`config.mk`:
```
export PLATFORM = sky130hd
export DESIGN_NAME = i2c_write_sequencer
export DESIGN_NICKNAME = d
export VERILOG_FILES = /design/src/rtl/i2c_write_sequencer.sv
export SDC_FILE = /design/constraint.sdc
export NUM_CORES = 1
export LEC_CHECK = 0
export ABC_AREA = 1
export CAP_MARGIN = 0
export CORE_MARGIN = 2
export CORE_UTILIZATION = 30
export DETAILED_ROUTE_END_ITERATION = 6
export SYNTH_ARGS = -nofsm -noshare
export SYNTH_HDL_FRONTEND = slang
export SYNTH_SLANG_ARGS = --single-unit
```
`constraint.sdc`:
```
create_clock -name clk -period 3.6 [get_ports clk]
set_clock_uncertainty 0.05 [all_clocks]
set_input_delay 0.54 -clock clk [delete_from_list [all_inputs] [get_ports clk]]
set_output_delay 0.54 -clock clk [all_outputs]
set_load 0.005 [all_outputs]
```
`src/rtl/i2c_write_sequencer.sv`:
```
// rtl/i2c_write_sequencer.sv - single-byte I2C master write sequencer (address + one data byte)
//
// Purpose: on Start, issues START, {SlaveAddr,W}, checks ACK, WriteData, checks ACK, STOP.
// Bit timing is built from four quarters (q0..q3) of QTR clk cycles each.
//
// Ports:
//   clk               - single clock, rising edge
//   Reset             - asynchronous active-low reset
//   Start             - transaction request, only looked at while idle
//   SlaveAddr[6:0]    - target address, captured when Start is accepted
//   WriteData[7:0]    - data byte, captured when Start is accepted
//   SDA_in            - sampled bus SDA, used in the ACK slots
//   EightBitCount[31:0] - value of the external bit counter
//   LoadEightBitCount - pulse: load external counter with 8 (first cycle of ADDR/DATA)
//   DecEightBitCount  - pulse: decrement external counter (last cycle of each bit)
//   SCL               - bus clock, 1 = released
//   SDA_oe            - open-drain SDA, 1 = pull low
//   Busy              - transaction in progress
//   Done              - one-cycle completion pulse
//   AckError          - a NACK was seen; cleared by the next accepted Start
module i2c_write_sequencer #(
  parameter int QTR = 2
) (
  input  logic        clk,
  input  logic        Reset,
  input  logic        Start,
  input  logic [6:0]  SlaveAddr,
  input  logic [7:0]  WriteData,
  input  logic        SDA_in,
  input  logic [31:0] EightBitCount,
  output logic        LoadEightBitCount,
  output logic        DecEightBitCount,
  output logic        SCL,
  output logic        SDA_oe,
  output logic        Busy,
  output logic        Done,
  output logic        AckError
);

  typedef enum logic [2:0] {
    IDLE,
    START,
    ADDR,
    ADDR_ACK,
    DATA,
    DATA_ACK,
    STOP
  } state_t;

  localparam logic [7:0] TMR_LAST = 8'(QTR - 1);

  state_t     state_q, state_d;
  logic [7:0] tmr_q, tmr_d;
  logic [1:0] qtr_q, qtr_d;
  logic [7:0] sh_q, sh_d;
  logic [7:0] data_q, data_d;
  logic       ack_err_q, ack_err_d;
  logic       done_q, done_d;
  logic       busy_q, busy_d;
  logic       scl_q, scl_d;
  logic       sda_oe_q, sda_oe_d;
  logic       load_q, load_d;
  logic       dec_q, dec_d;

  logic qtr_end;
  logic slot_end;
  logic ack_sample;

  assign qtr_end    = (tmr_q == TMR_LAST);
  assign slot_end   = qtr_end && (qtr_q == 2'd3);
  assign ack_sample = qtr_end && (qtr_q == 2'd2);

  // Next-state: state, quarter timer, shift register, operands, flags.
  always_comb begin
    state_d   = state_q;
    tmr_d     = 8'd0;
    qtr_d     = 2'd0;
    sh_d      = sh_q;
    data_d    = data_q;
    ack_err_d = ack_err_q;
    done_d    = 1'b0;

    // Timer free-runs in every non-idle state; the 2-bit quarter index
    // wraps naturally at the end of a slot, so each new slot starts at q0/0.
    if (state_q != IDLE) begin
      tmr_d = qtr_end ? 8'd0 : tmr_q + 8'd1;
      qtr_d = qtr_end ? qtr_q + 2'd1 : qtr_q;
    end

    case (state_q)
      IDLE: begin
        if (Start) begin
          state_d   = START;
          sh_d      = {SlaveAddr, 1'b0};
          data_d    = WriteData;
          ack_err_d = 1'b0;
        end
      end
      START: begin
        if (slot_end) state_d = ADDR;
      end
      ADDR, DATA: begin
        if (slot_end) begin
          sh_d = {sh_q[6:0], 1'b0};
          // slot_end here is exactly the DecEightBitCount cycle; the external
          // counter still shows the pre-decrement value.
          if (EightBitCount == 32'd1) begin
            state_d = (state_q == ADDR) ? ADDR_ACK : DATA_ACK;
          end
        end
      end
      ADDR_ACK: begin
        if (ack_sample && SDA_in) ack_err_d = 1'b1;
        if (slot_end) begin
          // ack_err_q was already updated at the end of q2 of this slot.
          if (ack_err_q) begin
            state_d = STOP;
          end else begin
            state_d = DATA;
            sh_d    = data_q;
          end
        end
      end
      DATA_ACK: begin
        if (ack_sample && SDA_in) ack_err_d = 1'b1;
        if (slot_end) state_d = STOP;
      end
      STOP: begin
        if (slot_end) begin
          state_d = IDLE;
          done_d  = 1'b1;
        end
      end
      default: state_d = IDLE;
    endcase
  end

  // Outputs are decoded from the next-state values and registered, so the
  // bus pins come straight from flops yet line up with the state they describe.
  always_comb begin
    scl_d    = 1'b1;
    sda_oe_d = 1'b0;
    dec_d    = 1'b0;
    busy_d   = (state_d != IDLE);
    load_d   = ((state_d == ADDR) && (state_q == START)) ||
               ((state_d == DATA) && (state_q == ADDR_ACK));

    case (state_d)
      START: begin
        sda_oe_d = qtr_d[1];
      end
      ADDR, DATA: begin
        scl_d    = qtr_d[1];
        sda_oe_d = ~sh_d[7];
        dec_d    = (qtr_d == 2'd3) && (tmr_d == TMR_LAST);
      end
      ADDR_ACK, DATA_ACK: begin
        scl_d = qtr_d[1];
      end
      STOP: begin
        scl_d    = (qtr_d != 2'd0);
        sda_oe_d = ~qtr_d[1];
      end
      default: begin
        scl_d    = 1'b1;
        sda_oe_d = 1'b0;
      end
    endcase
  end

  always_ff @(posedge clk or negedge Reset) begin
    if (!Reset) begin
      state_q   <= IDLE;
      tmr_q     <= 8'd0;
      qtr_q     <= 2'd0;
      sh_q      <= 8'd0;
      data_q    <= 8'd0;
      ack_err_q <= 1'b0;
      done_q    <= 1'b0;
      busy_q    <= 1'b0;
      scl_q     <= 1'b1;
      sda_oe_q  <= 1'b0;
      load_q    <= 1'b0;
      dec_q     <= 1'b0;
    end else begin
      state_q   <= state_d;
      tmr_q     <= tmr_d;
      qtr_q     <= qtr_d;
      sh_q      <= sh_d;
      data_q    <= data_d;
      ack_err_q <= ack_err_d;
      done_q    <= done_d;
      busy_q    <= busy_d;
      scl_q     <= scl_d;
      sda_oe_q  <= sda_oe_d;
      load_q    <= load_d;
      dec_q     <= dec_d;
    end
  end

  assign LoadEightBitCount = load_q;
  assign DecEightBitCount  = dec_q;
  assign SCL               = scl_q;
  assign SDA_oe            = sda_oe_q;
  assign Busy              = busy_q;
  assign Done              = done_q;
  assign AckError          = ack_err_q;

endmodule

```
# Yosys cells after proc, flatten, opt, wreduce, memory -nomap -nowiden
# Cells that the tools add are included.
[word_totals]
ff_bits = 36
latch_bits = 0
mem_bits_rw = 0
romBits = 0
inputBits = 51
out_inout_bits = 7
n_memories = 0
[classes]
add_sub_neg = 2
mul = 0
div = 0
order_cmp = 0
n_eq_ne = 23
shifts = 0
mux = 27
bitwise = 2
reduce_logical = 20
[op_table]
columns = ["op", "n"]
rows = [
  ["$mux W8", 6],
  ["$eq A32 B1 Y1 const B", 1],
  ["$mux W3", 8],
  ["$pmux W8 S3", 1],
  ["$eq A3 B3 Y1 const B", 6],
  ["$pmux W3 S6", 1],
  ["$eq A8 B1 Y1 const B", 2],
  ["$eq A3 B2 Y1 const B", 4],
  ["$reduce_bool A3 Y1", 3],
  ["$add A8 B1 Y8 const B", 1],
  ["$ne A2 B2 Y1 const B", 4],
  ["$eq A2 B2 Y1 const B", 3],
  ["$eq A3 B1 Y1 const B", 2],
  ["$logic_and A1 B1 Y1", 6],
  ["$mux W2", 3],
  ["$reduce_or A2 Y1", 3],
  ["$mux W1", 5],
  ["$reduce_and A5 Y1", 1],
  ["$pmux W1 S2", 2],
  ["$reduce_bool A2 Y1", 2],
  ["$reduce_or A4 Y1", 1],
  ["$logic_not A3 Y1", 1],
  ["$pmux W1 S3", 1],
  ["$reduce_and A3 Y1", 1],
  ["5 further kinds", 6],
]

# Longest topological paths before layout
[logic_depth]
word_depth = 8
depth_mapped = 13

# Worst setup path before layout
# Ideal clock, no wire load.
[synth_path]
path_type = "register to register"
startpoint = "register tmr_q[1]"
endpoint = "register sh_q[6]"
arrival_time_ns = 1.456
required_time_ns = 3.420
setup_slack_ns = 1.964
stages_incl_launch_ff = 10
period_less_slack_ns = 1.636
cell_sequence = "dfrtp_1 -> inv_1 -> ha_1 -> nand2_2 -> nor2_4 -> nand3_4 -> o21ai_0 -> o2111ai_2 -> nand2_1 -> nand4_1"
[synth_between]
elab_chain_cells = 4
[synth_rtl]
columns = ["element", "line_no", "rtl"]
rows = [
  ["start: declaration", "53", "logic [7:0] tmr_q, tmr_d;"],
  ["start signal: assignment", "187", "tmr_q <= tmr_d;"],
  ["$eq A8 B1 Y1 *", "69", "assign qtr_end = (tmr_q == TMR_LAST);"],
  ["$logic_and A1 B1 Y1 *", "70", "assign slot_end = qtr_end && (qtr_q == 2'd3);"],
  ["$ne A2 B2 Y1 (no line)", "--", ""],
  ["$reduce_and A5 Y1 (no line) *", "--", ""],
  ["end signal: assignment", "176", "sh_q <= 8'd0;"],
  ["end signal: assignment", "189", "sh_q <= sh_d;"],
  ["end: declaration", "55", "logic [7:0] sh_q, sh_d;"],
]
# Every way passes the cells marked *; elsewhere a longest branch is shown, timed or not.
# A chain may end at the register's enable or synchronous reset.

# Final worst setup path
[layout_path]
startpoint = "register tmr_q[1]"
endpoint = "register sh_q[3]"
# Same word-level chain as after synthesis.

==> impl_metrics.tcl <==
set metrics [dict create \
    status "finished clean" \
    synth_area_per_cell_sq_um 7.17 \
    syn_nets 355 \
    cp_top_family "simple AND/OR/NAND/NOR gates" \
    end_kind "flip-flop" \
    setup-tns-final_ps 0 \
    yosysWarnings 0 \
    avgViaCountPerCell 4.49 \
    p_per_area_nw_per_um2 292 \
    routed_wl_um 5330 \
    cts.clk_slew.worst_paths_ps 70 \
    fin_crit_ps 1920 \
    post_drt_wl_per_cell_um 11.6 \
    cts_resized 0 \
    ys_ff_latch 36 \
    grtUsageMet2_pct 23.9 \
    drtIter0Drc 138 \
    io_buffers 57 \
    postRouteAntennaNets 0 \
    clockBufferDepth 2 \
    finalWeightedCongestion 0.833 \
    nNetsFinal 419 \
    die_h_um 88.7 \
    area_growth_pct 36.4 \
    grtUsageTotal_pct 14.3 \
    die_area_sq_um 7870 \
    num_vias 2070 \
    antenna_found_initial 0 \
    power_uw 856 \
    synth_seq_area_share_pct 41.9 \
    path_buf_inv 1 \
    grt_pass1_vias 1909 \
    crit_fanout 5 \
    cts_sinks 36 \
    rsz0062_at_grt "false" \
    clk_latency_ps 290 \
    power_leakage_uw 0.00147 \
    slowest_delay_ps 400 \
    firstDrtPassIters 5 \
    cts_setup_buffers 0 \
    start_util_pct 31.3 \
    antenna_cells 0 \
    met1_usage_pct 18.4 \
    gr-total-overflow 0 \
    grt_busiest_layer "met2" \
    tightest_slew_ps 464 \
    cts-buffers-inserted 5 \
    cp.depth 10 \
    hold_class "flip-flop to flip-flop" \
    start_kind "flip-flop" \
    num_io_pins 58 \
    grt_max_degree 37 \
    maxSlewViolCount 0 \
    design.core.area_sq_um 6870 \
    worstPathCellList "inv_1, ha_1, nand2_1, nor2_1, nand3_1, nor2_1, nand2_1, o21ai_0, a31oi_1, nand2_1" \
    cp_common_cell "nand2_1" \
    drv_cap 0 \
    required_ps 3780 \
    min_period_over_period_pct 53.3 \
    finalHoldViolations 0 \
    layout_common_cells "91 x nand2_1, 57 x clkdlybuf4s50_1, 45 x nor2_1" \
    cp_data_arrival_time_ps 2100 \
    fmax_ghz 0.521 \
    final_common_cell "nand2_1" \
    r2r_cells 10 \
    utilization_pct 42.7 \
    critPathKind "flip-flop to flip-flop" \
    cts_hold_buf 0 \
    grt_pass1_wl_um 8720 \
    row_count 30 \
    htreeDepth 2 \
    whs_path_depth 2 \
    synthDistinctLibCells 31 \
    ir_worst_vdd_mv 0.115 \
    slew_headroom_pct 69.0 \
    drc 0 \
    clock_tree.root_cell "clkbuf_8" \
    use_met3_pct 2.89 \
    synth_cells 300 \
    die_width_um 88.7 \
    layout-drive-gt1-share_pct 11.8 \
    cts_tree "yes" \
    fill_cells 726 \
    netlist_area_sq_um 2150 \
    critPathSlowestCell "dfrtp_1" \
    setup_violations 0 \
    dpl.hpwl_um 4100 \
]
-- final cells by class --
class | instances | area (sq um) | area share, %
clock buffers | 6 | 82.6 | 2.81
well taps | 96 | 120 | 4.09
clock inverters | 2 | 10.0 | 0.341
repair buffers | 58 | 578 | 19.7
multi-input cells | 219 | 1080 | 36.7
inverters | 44 | 165 | 5.63
flip-flops and latches | 36 | 902 | 30.7
-- registers in the layout, summed over array words and instances (netlist names), 2 cells and up --
signal,cells
state_q,3
sh_q,8
tmr_q,8
qtr_q,2
data_q,8
-- cells by family after synthesis --
family          count (synthesis)  synth area share [%]
compound gates                 28                  8.31
xor+xnor                        1                 0.407
fa+ha+maj                       4                  2.33
buf+inv                        45                  8.02
flops                          36                  41.9
simple gates                  186                  39.0
-- Yosys cell counts --
cell       number  area, sq um
inv_2          12         45.0
buf_4           1         7.51
o21ai_1         2         10.0
nand3_2         1         10.0
xnor2_1         1         8.76
nand2_1        91          342
nand3_1        26          130
o21a_1          1         7.51
inv_1          32          120
dfrtp_1        35          876
nand4_1         4         25.0
dfstp_2         1         26.3
a21oi_2         1         8.76
nor2_2          2         12.5
nor2_1         45          169
o21ai_2         1         8.76
nor2_4          3         33.8
o22ai_1         1         6.26
nand3_4         1         17.5
nor3_1          2         10.0
a31oi_1         2         12.5
a32oi_1         1         8.76
o21ai_0        13         65.1
a21oi_1         4         20.0
ha_1            4         50.1
nand2_4         2         22.5
nor3_4          1         16.3
a21oi_4         1         16.3
o2111ai_2       1         15.0
nand3b_1        1         7.51
nand2_2         7         43.8
-- stage by stage --
stage	instance area [sq um]	hold WS [ps]	setup WS [ps]	cells
2_1_floorplan	2150	194	1960	300
3_3_place_gp	2840	406	1610	453
3_5_place_dp	2840	418	1570	453
4_1_cts	2940	437	1640	461
5_1_grt	2940	450	1370	461
6_report	2940	434	1680	461
-- worst reg2reg max path: stages (launching register included) --
cell	delay, ps
dfrtp_1	400
inv_1	60
ha_1	230
nand2_1	70
nor2_1	150
nand3_1	160
nor2_1	250
nand2_1	170
o21ai_0	210
a31oi_1	60
nand2_1	60
-- worst paths after layout --
check | startpoint | slack (ps) | to
max | tmr_q[1] | 1680 | sh_q[3]
min | data_q[0] | 430 | data_q[0]
max reg2reg | tmr_q[1] | 1680 | sh_q[3]
min reg2reg | data_q[0] | 430 | data_q[0]
max in group asynchronous | Reset | 2550 | SCL
min in group asynchronous | Reset | 610 | qtr_q[0]
-- layer usage --
layer  routed length, um  up-vias
met5                   0        -
met4                  77        0
met3                 365        6
met2                2490       62
met1                2390      941
li1                    -     1061
-- power breakdown --
part,leakage (uW),switching [uW],internal (uW),total (uW)
Clock,0.0000510,148,153,301
Sequential,0.000443,7.15,417,424
Combinational,0.000972,56.7,74.1,131
Total,0.00147,212,644,856
Power figures use the tool's default switching activity.
